$ cat config.mk
export PLATFORM = sky130hd
export DESIGN_NAME = video_pattern_source
export DESIGN_NICKNAME = d
export VERILOG_FILES = /design/src/rtl/video_pkg.sv /design/src/rtl/video_pattern_regs.sv /design/src/rtl/video_pattern_source.sv
export SDC_FILE = /design/constraint.sdc
export NUM_CORES = 1
export LEC_CHECK = 0
export BUFFER_PORTS_ARGS = -buffer_cell sky130_fd_sc_hd__buf_2
export CORE_MARGIN = 2
export CORE_UTILIZATION = 25
export CTS_CLUSTER_SIZE = 12
export DETAILED_ROUTE_END_ITERATION = 6
export GPL_ROUTABILITY_DRIVEN = 0
export SLEW_MARGIN = 20
export SYNTH_ARGS = -nofsm -noshare
export SYNTH_HDL_FRONTEND = slang
export SYNTH_SLANG_ARGS = --single-unit
$ cat constraint.sdc
create_clock -name clk -period 5.2 [get_ports clk]
set_input_delay 0.26 -clock clk [delete_from_list [all_inputs] [get_ports clk]]
set_output_delay 0.26 -clock clk [all_outputs]
set_load 0.01 [all_outputs]
$ cat src/rtl/video_pkg.sv
// Shared definitions for the RGB565 test-pattern source: register map, control
// bit positions, pattern codes, bar colours and the stream FSM state type.
package video_pkg;

    localparam logic [2:0] ADDR_CONTROL = 3'd0;
    localparam logic [2:0] ADDR_SIZE    = 3'd1;
    localparam logic [2:0] ADDR_COLOR   = 3'd2;
    localparam logic [2:0] ADDR_STATUS  = 3'd3;

    localparam int CTRL_ENABLE = 0;
    localparam int CTRL_SINGLE = 1;
    localparam int CTRL_PAT_LO = 2;

    localparam logic [1:0] PAT_SOLID    = 2'd0;
    localparam logic [1:0] PAT_BARS     = 2'd1;
    localparam logic [1:0] PAT_CHECKER  = 2'd2;
    localparam logic [1:0] PAT_GRADIENT = 2'd3;

    typedef enum logic {ST_IDLE, ST_ACTIVE} state_t;

    function automatic logic [15:0] bar_color(input logic [2:0] idx);
        case (idx)
            3'd0:    return 16'hFFFF;
            3'd1:    return 16'hFFE0;
            3'd2:    return 16'h07FF;
            3'd3:    return 16'h07E0;
            3'd4:    return 16'hF81F;
            3'd5:    return 16'hF800;
            3'd6:    return 16'h001F;
            default: return 16'h0000;
        endcase
    endfunction

    function automatic logic [15:0] pixel_value(input logic [1:0]  pat,
                                                input logic [15:0] color,
                                                input logic [15:0] x,
                                                input logic [15:0] y,
                                                input logic [2:0]  bar_idx);
        case (pat)
            PAT_SOLID:   return color;
            PAT_BARS:    return bar_color(bar_idx);
            PAT_CHECKER: return (x[4] ^ y[4]) ? 16'hFFFF : 16'h0000;
            default:     return {x[4:0], y[5:0], 5'b00000};
        endcase
    endfunction

endpackage

$ cat src/rtl/video_pattern_regs.sv
// Avalon-MM register bank for the pattern source: CONTROL/SIZE/COLOR/STATUS,
// zero-latency read mux, frame counter and the single-shot enable clear.
module video_pattern_regs
    import video_pkg::*;
#(
    parameter int DEFAULT_WIDTH  = 320,
    parameter int DEFAULT_HEIGHT = 240
) (
    input  logic        clk,
    input  logic        reset,
    input  logic        chipselect,
    input  logic [2:0]  address,
    input  logic        write,
    input  logic [31:0] writedata,
    input  logic        read,
    output logic [31:0] readdata,
    input  logic        busy,
    input  logic        frame_done,
    output logic        enable,
    output logic        single_shot,
    output logic [1:0]  pattern,
    output logic [15:0] width,
    output logic [15:0] height,
    output logic [15:0] color
);

    localparam logic [15:0] RST_WIDTH  = 16'(DEFAULT_WIDTH);
    localparam logic [15:0] RST_HEIGHT = 16'(DEFAULT_HEIGHT);

    logic [3:0]  control;
    logic [15:0] frame_count;
    logic        wr_en;

    assign wr_en       = chipselect & write;
    assign enable      = control[CTRL_ENABLE];
    assign single_shot = control[CTRL_SINGLE];
    assign pattern     = control[CTRL_PAT_LO +: 2];

    always_ff @(posedge clk) begin
        if (reset) begin
            control     <= '0;
            width       <= RST_WIDTH;
            height      <= RST_HEIGHT;
            color       <= '0;
            frame_count <= '0;
        end else begin
            // A host write to CONTROL takes priority over the hardware clear.
            if (wr_en && address == ADDR_CONTROL)
                control <= writedata[3:0];
            else if (frame_done && control[CTRL_SINGLE])
                control[CTRL_ENABLE] <= 1'b0;

            if (wr_en && address == ADDR_SIZE) begin
                width  <= writedata[15:0];
                height <= writedata[31:16];
            end

            if (wr_en && address == ADDR_COLOR)
                color <= writedata[15:0];

            if (wr_en && address == ADDR_STATUS)
                frame_count <= '0;
            else if (frame_done)
                frame_count <= frame_count + 16'd1;
        end
    end

    always_comb begin
        readdata = '0;
        if (chipselect && read) begin
            case (address)
                ADDR_CONTROL: readdata = {28'd0, control};
                ADDR_SIZE:    readdata = {height, width};
                ADDR_COLOR:   readdata = {16'd0, color};
                ADDR_STATUS:  readdata = {frame_count, 15'd0, busy};
                default:      readdata = '0;
            endcase
        end
    end

endmodule

$ cat src/rtl/video_pattern_source.sv
// Avalon-ST RGB565 test-frame generator: shadowed frame geometry, x/y and bar
// counters, and registered pixel/sop/eop that advance only on a transfer.
module video_pattern_source
    import video_pkg::*;
#(
    parameter int DEFAULT_WIDTH  = 320,
    parameter int DEFAULT_HEIGHT = 240
) (
    input  logic        clk,
    input  logic        reset,
    input  logic        chipselect,
    input  logic [2:0]  address,
    input  logic        write,
    input  logic [31:0] writedata,
    input  logic        read,
    output logic [31:0] readdata,
    output logic        valid_out,
    input  logic        ready_in,
    output logic [15:0] data_out,
    output logic        startofpacket_out,
    output logic        endofpacket_out
);

    logic        enable, single_shot;
    logic [1:0]  pattern;
    logic [15:0] width, height, color;

    state_t      state;
    logic [1:0]  sh_pat;
    logic [15:0] sh_w, sh_h, sh_color;
    logic [15:0] x, y, bar_cnt;
    logic [2:0]  bar_idx;

    logic        transfer, frame_done, start_ok, load;
    logic        x_last;
    logic [15:0] nx, ny, n_bar_cnt, bar_w;
    logic [2:0]  n_bar_idx;

    video_pattern_regs #(
        .DEFAULT_WIDTH (DEFAULT_WIDTH),
        .DEFAULT_HEIGHT(DEFAULT_HEIGHT)
    ) u_regs (
        .clk        (clk),
        .reset      (reset),
        .chipselect (chipselect),
        .address    (address),
        .write      (write),
        .writedata  (writedata),
        .read       (read),
        .readdata   (readdata),
        .busy       (state == ST_ACTIVE),
        .frame_done (frame_done),
        .enable     (enable),
        .single_shot(single_shot),
        .pattern    (pattern),
        .width      (width),
        .height     (height),
        .color      (color)
    );

    assign transfer   = valid_out & ready_in;
    assign frame_done = transfer & endofpacket_out;
    assign start_ok   = enable && (width != 16'd0) && (height != 16'd0);
    // Start from idle, or chain straight into the next frame with no gap.
    assign load       = (state == ST_IDLE && start_ok) ||
                        (state == ST_ACTIVE && frame_done && !single_shot && start_ok);

    always_comb begin
        bar_w     = sh_w >> 3;
        x_last    = (x == sh_w - 16'd1);
        nx        = x_last ? 16'd0 : x + 16'd1;
        ny        = x_last ? y + 16'd1 : y;
        n_bar_idx = bar_idx;
        n_bar_cnt = bar_cnt + 16'd1;
        if (x_last) begin
            n_bar_idx = 3'd0;
            n_bar_cnt = 16'd0;
        end else if (bar_w != 16'd0 && bar_cnt == bar_w - 16'd1 && bar_idx != 3'd7) begin
            n_bar_idx = bar_idx + 3'd1;
            n_bar_cnt = 16'd0;
        end
    end

    always_ff @(posedge clk) begin
        if (reset) begin
            state             <= ST_IDLE;
            valid_out         <= 1'b0;
            data_out          <= '0;
            startofpacket_out <= 1'b0;
            endofpacket_out   <= 1'b0;
            sh_pat            <= '0;
            sh_w              <= '0;
            sh_h              <= '0;
            sh_color          <= '0;
            x                 <= '0;
            y                 <= '0;
            bar_idx           <= '0;
            bar_cnt           <= '0;
        end else if (load) begin
            state             <= ST_ACTIVE;
            sh_pat            <= pattern;
            sh_w              <= width;
            sh_h              <= height;
            sh_color          <= color;
            x                 <= '0;
            y                 <= '0;
            bar_idx           <= '0;
            bar_cnt           <= '0;
            valid_out         <= 1'b1;
            data_out          <= pixel_value(pattern, color, 16'd0, 16'd0, 3'd0);
            startofpacket_out <= 1'b1;
            endofpacket_out   <= (width == 16'd1) && (height == 16'd1);
        end else if (state == ST_ACTIVE && transfer) begin
            if (endofpacket_out) begin
                state             <= ST_IDLE;
                valid_out         <= 1'b0;
                data_out          <= '0;
                startofpacket_out <= 1'b0;
                endofpacket_out   <= 1'b0;
            end else begin
                x                 <= nx;
                y                 <= ny;
                bar_idx           <= n_bar_idx;
                bar_cnt           <= n_bar_cnt;
                data_out          <= pixel_value(sh_pat, sh_color, nx, ny, n_bar_idx);
                startofpacket_out <= 1'b0;
                endofpacket_out   <= (nx == sh_w - 16'd1) && (ny == sh_h - 16'd1);
            end
        end
    end

endmodule

==> results.toml <==
[power]
power_report.internal_total_mw = 2.28
ratio_of_total_power_to_cell_area_mw_per_mm2 = 235
leakagePower_nw = 4.56
power_frac_clock_pct = 46.7
max-vdd-ir-drop_uv = 222
total_power_mw = 3.01
swShare_pct = 24.3
comb_power_share_pct = 4.8
seq_power_share_pct = 48.5
netSwitchingPower_mw = 0.732

[logic_synthesis]
synth.yosys.seq_area_share_pct = 33.5
asyncSetResetFlopFracSynth_pct = 0
synth_flop_cell = "dfxtp_1"
synth_edf_count = 0
synth_top_area_share_pct = 33.5
avgSynthCellArea_um2 = 7.38
syn-num-nets = 1573
synth.ff_latch_count = 188
synthesis.instances = 1523
ranking_of_synthesized_cells_by_area = "dfxtp_1 33%, nand2_1 9.8%, a21oi_1 7.6%"
synth_area_mm2 = 0.0112
library_cell_with_the_largest_summed_area_after_synthesis = "dfxtp_1"
ys.warnings.count = 0
synth.lib_cells_used.distinct = 79

[sta]
rsz0062_at_grt = "no"
period_minus_slack_ps = 4730
max_freq_ghz = 0.212
timing.final.ws_setup_ps = 474
worst_skew_ps = 13.5
timing.final.hold_violations = 0
worst_slew_pin_slew_ps = 1100
timing.max_slew.rel_slack_pct = 26.5
setup_viol = 0
fin_crit_sh_pct = 90.9
timing.setup.tns_ps = 0
drv_slew = 0

[drt]
dr_total_vias = 11100
ant_nets = 0
drc_markers = 0
dr.first_iter.drc_count = 857
length_of_the_first_detailed_routing_pass_in_iterations = 5
postRouteWirelength_um = 35700
vias_per_cell = 5.15
avgRoutedWirePerCell_um = 16.6

[cts]
clk_latency_ps = 440
tritoncts_clock_tree = "yes"
clkSinkCount = 188
maximum_buffer_depth_of_the_clock_tree = 2
cts.root.buffer_cell = "clkbuf_16"
htree_levels = 4
post_cts_hold_buffer_count = 0
total_cts_buffers = 17
postCtsSetupBuffers = 0
post_cts_resize_count = 0
clk_pin_slew_ps = 80

[die]
fp-row-count = 77
dieWidth_um = 216
boundaryPins = 92
floorplan.core_area_mm2 = 0.0443
die_height_um = 216
floorplan.initialDensity_pct = 25.4
die-area_mm2 = 0.0467

[global_routing]
total_global_route_track_usage_pct = 15.0
antenna_violations_before_repair = 0
grt.overflow.total = 0
vias_in_the_first_global_route = 10300
wire_length_of_the_first_global_routing_pass_um = 56900
grt_start_max_net_pins = 75

[worst_setup_path]
worstPathMaxFanout = 26
cp-end-kind = "flip-flop"
critPathSlowestCell = "nor2_1"
timing.critical_path.arrival_ps = 5050
critPathMaxStageDelay_ps = 740
worst_ep_required_time_ps = 5530
r2r_setup_slack_ps = 470
worst_setup_path_start_kind = "flip-flop"
worst_path_cell_chain = "inv_1, ha_1, nor4b_4, and3_1, xnor2_1, o2111ai_1, nor4_4, nor2_1, nand2_1, a31o_2, a311oi_1"
setup.worst_path.class = "flip-flop to flip-flop"

[placed_design]
io_buffer_count = 91
place.detailed.hpwl_um = 26500
place_ws_ps = 379
placed_cells = 2118

[layout]
signed_area_change_from_the_synthesized_netlist_to_the_final_layout_pct = 14.1
final_net_count = 1595
post_route_cells_drive_above_1_share_pct = 11.3
final-instance-count-excl-fill = 2151

[min_path]
holdCritPathClass = "input pin to flip-flop"

[run]
timing.max_cap.violations = 0

[status]
status = "complete, no violations"
[power groups by stage]
stage,combinational (mW),clock [mW],sequential (mW)
finish,0.144,1.41,1.46
global placement,0.140,0,1.49
detailed placement,0.143,0,1.49
global route,0.157,1.49,1.46
CTS,0.143,1.43,1.46
floorplan,0.0889,0,1.49
[cell families after synthesis]
logic type	count (synthesis)	share of synthesized area [%]
AOI/OAI and AO/OA	361	19.4
xor gates and xnor gates	123	9.90
adders and majority gates	9	1.00
buffers and inverters	129	4.55
DFF	188	33.5
muxes	19	1.71
and+or+nand+nor	694	29.9
[worst max-delay path: cells and delay by family, from the launching register on]
| family | cells | cell delay (ps) |
|---|---|---|
| AO/OA/AOI/OAI | 3 | 1130 |
| XOR/XNOR | 1 | 180 |
| adder cells (fa/ha/maj) | 1 | 290 |
| buffers and inverters | 1 | 190 |
| flip-flops | 1 | 430 |
| AND/OR/NAND/NOR | 5 | 2400 |
[sequential cells by signal, indices dropped and copies added, names as in the netlist, 3 cells and up]
signal / flops
u_regs.frame_count: 16
sh_color: 16
data_out: 16
u_regs.width: 16
sh_w: 16
u_regs.color: 16
u_regs.height: 16
y: 16
x: 16
sh_h: 16
bar_idx: 3
u_regs.control: 4
bar_cnt: 16
[Yosys cell counts (all sizes together), types with 14 or more instances]
cell type  instances
dfxtp            188
nand2            294
a21oi            170
nand3             43
buf               21
nor2             142
xor2              54
inv               22
a22oi             29
clkbuf            85
o21ai             68
nand4             25
nor3b             18
nor4              25
and2              14
and3              35
xnor2             67
mux2i             17
nor3              27
[stage by stage]
step	cell area [um2]	utilization, %	hold slack (ps)
2_1_floorplan	11200	-	384
3_3_place_gp	12200	27.5	441
3_5_place_dp	12200	27.5	447
4_1_cts	12800	28.9	29.2
5_1_grt	12800	28.9	42.0
6_report	12800	28.9	50.8
[final timing paths]
| check | depth (start not counted) | startpoint | endpoint |
|---|---|---|---|
| worst max-delay path | 11 | sh_w[3] | bar_cnt[15] |
| worst min-delay path | 3 | writedata[23] | u_regs.height[7] |
| worst max register to register | 11 | sh_w[3] | bar_cnt[15] |
| worst min register to register | 2 | sh_color[0] | sh_color[0] |
[per-layer routing]
metal | share of wire [%] | GRT usage (%) | up-vias
li1 | - | - | 5377
met1 | 44 | 19.9 | 5193
met2 | 46 | 24.8 | 436
met3 | 7.3 | 2.73 | 62
met4 | 2.0 | 4.20 | 0
met5 | 0 | 0 | -
[cells in the final DEF (no fill, tap or decap), drive strengths merged, types with 35 or more instances in the layout]
master and instances:
nand2 294, dfxtp 188, a21oi 170, nor2 142, buf 109, o21ai 68, xnor2 67, xor2 54
nand3 43, and3 35
[layout make-up]
type                       count  area [um2]
fill                        4883       31500
multi-input combinational   1206        7020
sequential                   188        3760
tap                          592         741
timing repair buffer         109         593
clock buffer                  19         443
clock inverter                13         179
inverter                      23        86.3
antenna                        1        2.50
Power figures use the tool's default switching activity.
